`src/rtl/bram_stream_writer_pkg.sv`:
```
// Shared constants and state type for the block-memory stream writer and its reader.
// Defaults here size both sides of the memory; override per instance where needed.
package bram_stream_writer_pkg;

  localparam int BSW_ADDR_W = 3;
  localparam int BSW_DATA_W = 4;
  localparam int BSW_DEPTH  = 8;
  localparam int BSW_SUM_W  = 16;

  typedef enum logic [1:0] {
    S_IDLE  = 2'd0,
    S_WRITE = 2'd1,
    S_DONE  = 2'd2
  } bsw_state_e;

endpackage

```
`src/rtl/bram_stream_writer.sv`:
```
// Streams DEPTH words from a valid/ready input into port A of a block memory, from address 0.
// Define BRAM_WRITER_CHECKSUM_EN to add the running checksum output.
module bram_stream_writer
  import bram_stream_writer_pkg::*;
#(
  parameter int ADDR_W = BSW_ADDR_W,
  parameter int DATA_W = BSW_DATA_W,
  parameter int DEPTH  = BSW_DEPTH,
  parameter int SUM_W  = BSW_SUM_W
) (
  input  logic              clock,
  input  logic              reset,
  input  logic              start,
  input  logic              in_valid,
  output logic              in_ready,
  input  logic [DATA_W-1:0] in_data,
  output logic              ena,
  output logic              wea,
  output logic [ADDR_W-1:0] addra,
  output logic [DATA_W-1:0] dina,
  output logic              busy,
  output logic              done,
`ifdef BRAM_WRITER_CHECKSUM_EN
  output logic [SUM_W-1:0]  checksum,
`endif
  output logic [ADDR_W:0]   count
);

  localparam logic [ADDR_W:0]   LP_DEPTH     = (ADDR_W+1)'(DEPTH);
  localparam logic [ADDR_W:0]   LP_CNT_ONE   = (ADDR_W+1)'(1);
  localparam logic [ADDR_W-1:0] LP_PTR_ONE   = ADDR_W'(1);

  if (DEPTH < 1 || DEPTH > (2 ** ADDR_W) || SUM_W < 1) begin : g_bad_param
    $error("bram_stream_writer: DEPTH must be in 1..2**ADDR_W and SUM_W >= 1");
  end

  // state   | meaning
  // IDLE    | waiting for start, stream not accepted
  // WRITE   | accepting words, one memory write per accept
  // DONE    | run complete, done pulses for this single cycle
  bsw_state_e        r_state;
  logic              r_ena;
  logic              r_wea;
  logic [ADDR_W-1:0] r_addra;
  logic [DATA_W-1:0] r_dina;
  logic [ADDR_W-1:0] r_ptr;
  logic [ADDR_W:0]   r_count;
  logic              r_busy;
  logic              r_done;

  logic              w_accept;
  logic              w_start;
  logic              w_last;
  logic [ADDR_W:0]   w_count_nxt;
  logic [ADDR_W-1:0] w_ptr_nxt;

  assign w_accept    = in_valid && (r_state == S_WRITE);
  assign w_start     = start && (r_state == S_IDLE);
  assign w_count_nxt = r_count + LP_CNT_ONE;
  assign w_ptr_nxt   = r_ptr + LP_PTR_ONE;
  assign w_last      = (w_count_nxt == LP_DEPTH);

  always_ff @(posedge clock) begin
    if (reset) begin
      r_state <= S_IDLE;
      r_ena   <= 1'b0;
      r_wea   <= 1'b0;
      r_addra <= '0;
      r_dina  <= '0;
      r_ptr   <= '0;
      r_count <= '0;
      r_busy  <= 1'b0;
      r_done  <= 1'b0;
    end else begin
      // Write strobes default low; addra/dina keep the last written location.
      r_ena  <= 1'b0;
      r_wea  <= 1'b0;
      r_done <= 1'b0;
      case (r_state)
        S_IDLE: begin
          if (start) begin
            r_state <= S_WRITE;
            r_count <= '0;
            r_ptr   <= '0;
            r_busy  <= 1'b1;
          end
        end
        S_WRITE: begin
          if (w_accept) begin
            r_ena   <= 1'b1;
            r_wea   <= 1'b1;
            r_addra <= r_ptr;
            r_dina  <= in_data;
            r_ptr   <= w_ptr_nxt;
            r_count <= w_count_nxt;
            if (w_last) begin
              r_state <= S_DONE;
              r_busy  <= 1'b0;
              r_done  <= 1'b1;
            end
          end
        end
        S_DONE: begin
          r_state <= S_IDLE;
        end
        default: begin
          r_state <= S_IDLE;
          r_busy  <= 1'b0;
        end
      endcase
    end
  end

`ifdef BRAM_WRITER_CHECKSUM_EN
  logic [SUM_W-1:0] r_checksum;

  always_ff @(posedge clock) begin
    if (reset || w_start) begin
      r_checksum <= '0;
    end else if (w_accept) begin
      r_checksum <= r_checksum + SUM_W'(in_data);
    end
  end

  assign checksum = r_checksum;
`endif

  assign in_ready = (r_state == S_WRITE);
  assign ena      = r_ena;
  assign wea      = r_wea;
  assign addra    = r_addra;
  assign dina     = r_dina;
  assign busy     = r_busy;
  assign done     = r_done;
  assign count    = r_count;

endmodule

```
`config.mk`:
```
export PLATFORM = sky130hd
export DESIGN_NAME = bram_stream_writer
export DESIGN_NICKNAME = d
export VERILOG_FILES = /design/src/rtl/bram_stream_writer_pkg.sv /design/src/rtl/bram_stream_writer.sv
export SDC_FILE = /design/constraint.sdc
export NUM_CORES = 1
export LEC_CHECK = 0
export ABC_CLOCK_PERIOD_IN_PS = 1000
export CAP_MARGIN = 20
export CELL_PAD_IN_SITES_DETAIL_PLACEMENT = 1
export CELL_PAD_IN_SITES_GLOBAL_PLACEMENT = 2
export CORE_AREA = 8 8 68 70
export DETAILED_ROUTE_END_ITERATION = 7
export DIE_AREA = 0 0 76 78
export PLACE_DENSITY_LB_ADDON = 0.1
export REMOVE_ABC_BUFFERS = 1
export SETUP_SLACK_MARGIN = 0.4
export SLEW_MARGIN = 30
export SYNTH_ARGS = -nofsm -noshare
export SYNTH_HDL_FRONTEND = slang
export SYNTH_SLANG_ARGS = --single-unit
export TNS_END_PERCENT = 20
```
`constraint.sdc`:
```
create_clock -name clock -period 1 [get_ports clock]
set_input_delay 0.15 -clock clock [delete_from_list [all_inputs] [get_ports clock]]
set_output_delay 0.15 -clock clock [all_outputs]
set_load 0.05 [all_outputs]
```
# Word level (Yosys, flattened, before mapping)
# Index checks and enable logic that the tools add are counted.
# word_totals
regBits	19
latch_bits	0
ramBits	0
romBits	0
inputBits	8
output_inout_bits	16
memories	0
# op_classes
addsub	2
multipliers	0
n_div	0
magnitude_cmp	0
eq_ne	6
shifts	0
n_mux	16
n_bitwise	3
reduce_logical	9
# op_table
cell	count
2-to-1 mux 4 bit	2
case mux 4 bit (2 select lines)	1
2-to-1 mux 2 bit	3
2-to-1 mux 3 bit	2
case mux 3 bit (2 select lines)	1
AND reduction 3 bit	2
2-to-1 mux 1 bit	5
adder 4 x 1 -> 4 bit (second input constant)	1
equality test 4 bit (second input constant)	1
inequality test 2 x 1 -> 1 bit (second input constant)	2
case mux 2 bit (2 select lines)	1
AND reduction 4 bit	1
adder 3 x 1 -> 3 bit (second input constant)	1
inverter 1 bit	3
case mux 1 bit (3 select lines)	1
OR reduction 3 bit	1
equality test 2 x 1 -> 1 bit (second input constant)	1
equality test 2 bit (second input constant)	1
zero test 2 bit	1
inequality test 2 bit (second input constant)	1
AND reduction 2 bit	1
nonzero test 2 bit	1
OR reduction 2 bit	1
logical AND 1 bit	1

# Logic depth before layout (Yosys ltp)
# depth
depth_word	5
depth_mapped	5
ltp_nobuf	4

# Least setup slack after synthesis
# OpenSTA, ideal clock, no wires.
# synth_timing
path_kind	reg-to-reg
from	reg r_count[0] (netlist: count[0])
to	reg r_done (netlist: done)
arrival_time_ps	1429
t_required_ps	896
slack_ps	-532
path_stages_with_launch	4
path_buffers	0
period_less_slack_ps	1532
path_cell_list	dfxtp_1 ha_1 nand2_1 a2111oi_2
# synth_via
elab_chain_len	3
# synth_rtl
item	line_no	rtl
start, declared	bram_stream_writer.sv:47	logic [ADDR_W:0] r_count;
start signal, assigned	bram_stream_writer.sv:95	r_count <= w_count_nxt;
adder 4 x 1 -> 4 bit	bram_stream_writer.sv:59	assign w_count_nxt = r_count + LP_CNT_ONE;
equality test 4 bit	bram_stream_writer.sv:61	assign w_last = (w_count_nxt == LP_DEPTH);
2-to-1 mux 1 bit	bram_stream_writer.sv:96	if (w_last) begin
end signal, assigned	bram_stream_writer.sv:73	r_done <= 1'b0;
end signal, assigned	bram_stream_writer.sv:78	r_done <= 1'b0;
end signal, assigned	bram_stream_writer.sv:99	r_done <= 1'b1;
end, declared	bram_stream_writer.sv:49	logic r_done;
# No other way between the ends.
# A chain may end at the register's enable or synchronous reset.

# Final worst setup path
# layout_timing
from	reg r_state[1]
to	out in_ready
# layout_via
elab_chain_len	1
# layout_rtl
item	line_no	rtl
start, declared	bram_stream_writer.sv:41	bsw_state_e r_state;
start signal, assigned	bram_stream_writer.sv:65	r_state <= S_IDLE;
start signal, assigned	bram_stream_writer.sv:82	r_state <= S_WRITE;
start signal, assigned	bram_stream_writer.sv:97	r_state <= S_DONE;
equality test 2 x 1 -> 1 bit	bram_stream_writer.sv:128	assign in_ready = (r_state == S_WRITE);
end, declared	bram_stream_writer.sv:15	output logic in_ready,
# No other way between the ends.

==> summary.txt <==
STA
  – Min setup slack post-route: -0.2149 ns
  – Count of final setup violators: 24
  – Setup TNS Final: -2.672 ns
  – Fmax: ~800 MHz
  – Worst Skew: ~0.0026 ns
  – Slew margin rel.: approximately 83%
  – Tcrit/Tclk final: 121.5%
  – Slew @ Worst Pin: roughly 0.26 ns
  – RSZ-0062 raised after global routing: true
  – Hold_ws: 0.2285 ns
  – Max Slew Vio Count: 0
  – Final min period: 1.215 ns
  – Hold Vio Cnt, Final: 0

Detailed routing
  – Via density: around 4.5
  – Wire per inst: approximately 15 µm
  – DR iter-0 viols: 18
  – Final wirelength: 2638 µm
  – # DRC: 0
  – Drt first pass iters: 2
  – Detailed-route via count: approximately 800
  – Remaining antenna violation count after routing: 0

GRT
  – Largest net degree at the start of global routing: 12
  – Initial antenna violation count: 0
  – First-pass GRT wire length: ~4200 µm
  – Vias in the first global route: just under 900
  – Total grt overflow: 0
  – GR Util All Layers: 8.510%

CTS
  – CTS tree: done
  – Root buf cell: clkbuf_4
  – Post-CTS Hold Buffers: 0
  – CTS Sinks: 19
  – Clock Latency Late Sink: ~0.30 ns
  – Clock slew seen by the registers of the worst setup and hold paths: ~0.12 ns
  – CTS H-tree lvls: 1
  – Inserted Clock Buffers: 3
  – CTS Buffer Depth: 2

Floorplan
  – Die H: between 70 and 80 µm
  – Core area: ~3600 µm²
  – I/O pin cnt: 24
  – Die area: roughly 5900 µm²
  – Row count: 22
  – Initial core utilization: a little under a quarter
  – Die W: roughly 76 µm

Yosys
  – Sequential fraction of the synthesis area: between 40% and 50%
  – Synth area leaders: dfxtp_1, nand2_1, a21oi_1
  – Register bit total from synthesis: 19
  – Cells after Synth: 88
  – Synth area leader: dfxtp_1
  – Avg Inst Size Synth: 9.242 µm²
  – Synth unique cells: 28
  – Synth cell count leaders: dfxtp_1, nand2_1, a21oi_1
  – Yosys top cell area share: between 40% and 50%
  – Yosys warning total: 0
  – Share of flip-flops with an asynchronous set or reset: 0%
  – Synth Flop Type: dfxtp_1
  – Post-synth EDFFs: 0
  – Count leader, synth: dfxtp_1
  – Mapped cell area: about 810 µm²

Place
  – GP Congestion: 0.7119
  – PortBufs: 23
  – Detailed Place HPWL: 1931 µm
  – Placed instance area: between 1000 and 1500 µm²

Power
  – VDD IR max: 399.8 µV
  – Design internal power: between 1 and 1.5 mW
  – Clock power share: between 20% and 30%
  – Power share of the sequential group: approximately half
  – Cell Pwr Density: about 990 nW/µm²
  – Combinational Power Share: between 20% and 30%
  – Sw frac: around 30%
  – LEAKAGE: 0.6196 nW
  – Sw Pwr: approximately 500 µW
  – Final Total Pwr: roughly 1.6 mW

Run
  – Total of max-cap violations: 0

Layout
  – Final #Nets: between 100 and 150
  – N_diodes: 0
  – Synth-to-Final Area Change: 103.2%
  – Design area: between 1500 and 2000 µm²
  – Share of layout cells above drive strength 1: 65.91%
  – Layout fillers: around 380
  – Final core utilization: ~47%

Worst setup path
  – Worst Path Max Fanout: 6
  – R2R Path Start: r_state[0]
  – Reg-to-reg critical path endpoint: count[3]
  – Setup CP Type: reg2out
  – Reg2reg setup slack: -0.17 ns
  – CP required: ~0.85 ns
  – Cell depth of the worst flop-to-flop path: 4
  – Startpoint Class: flip-flop
  – CP Capture Type: output pin
  – Critical path data arrival time: approximately 1.1 ns

Status
  – Status: complete, but fails checks
  – Failing checks: negative setup slack

Min path
  – Hold Path Class: in2reg
  – Worst hold path depth: 3
  – Hold Path Sink: r_state[1]
  – Hold Startpoint: in_valid
-- timing repair --
item	in CTS	in global routing
hold endpoints to repair	0	0
endpoints found under the setup margin	35	35
resized for setup	36	31
buffers inserted	1	3
pin swaps	1	14
-- metal layers --
| layer | global-route usage (%) | up-vias | part of all wire [%] |
|---|---|---|---|
| met1 | 9.632 | 390 | 42 |
| li1 | - | 398 | - |
| met4 | 2.353 | 0 | 0.49 |
| met3 | 2.880 | 2 | 4.5 |
| met2 | 14.82 | 11 | 53 |
| met5 | 0 | - | 0 |
-- stage by stage --
step                      setup WS, ns  cells
after global routing           -0.2681    180
final                          -0.2149    180
after global placement         -0.4384    172
after detailed placement       -0.5499    172
after floorplan                -0.5321     82
after CTS                      -0.2431    177
-- area by class of cell --
type	instances	area (µm²)	area share, %
timing repair buffer	46	606.8	36.71
multi-input combinational	62	536.8	32.48
sequential	19	417.9	25.28
tap	48	60.06	3.634
clock buffer	3	22.52	1.363
clock inverter	1	5.005	0.3028
inverter	1	3.754	0.2271
-- sequential cells by signal, summed over array words and instances, names as in the netlist --
name	flops
wea	1
dina	4
busy	1
done	1
r_state	2
addra	3
r_ptr	3
count	4
-- cell families after synthesis --
group                    Yosys count  share of synthesized area (%)
adder cells (fa/ha/maj)            2                          3.076
AND/OR/NAND/NOR                   35                          21.08
buffers and inverters              7                          4.922
XOR/XNOR                           2                          2.154
multiplexers                       1                          1.231
flip-flops                        19                          46.77
AO/OA/AOI/OAI                     22                          20.77
-- cell usage in the layout (no fill, tap or decap), drive strengths merged, types with 3 or more instances in the layout --
cell type,instances
a21oi,10
clkdlybuf4s50,6
nand2,18
a2111oi,3
dfxtp,19
nor2,5
clkbuf,3
buf,39
-- power by group through the flow --
stage	logic [mW]	clock network (mW)	registers (mW)
finish	0.423	0.409	0.800
global route	0.447	0.474	0.804
CTS	0.378	0.428	0.806
detailed placement	0.351	0	0.827
global placement	0.345	0	0.825
floorplan	0.0725	0	0.889
-- worst max-delay path, cell delays in order (launching register included) --
cell     delay, ns
dfxtp_2       0.37
buf_6         0.14
nor2b_4       0.12
buf_12        0.14
-- worst max path at each step --
stage | from | endpoint | slack [ns] | cells after the start
floorplan | count[0] | done | -0.53 | 3
global placement | in_valid | r_ptr[0] | -0.44 | 5
detailed placement | in_valid | count[3] | -0.55 | 5
CTS | r_state[0] | in_ready | -0.24 | 3
global route | r_state[0] | in_ready | -0.27 | 3
finish | r_state[1] | in_ready | -0.21 | 3
No activity file was read; power rests on OpenSTA's default activity.
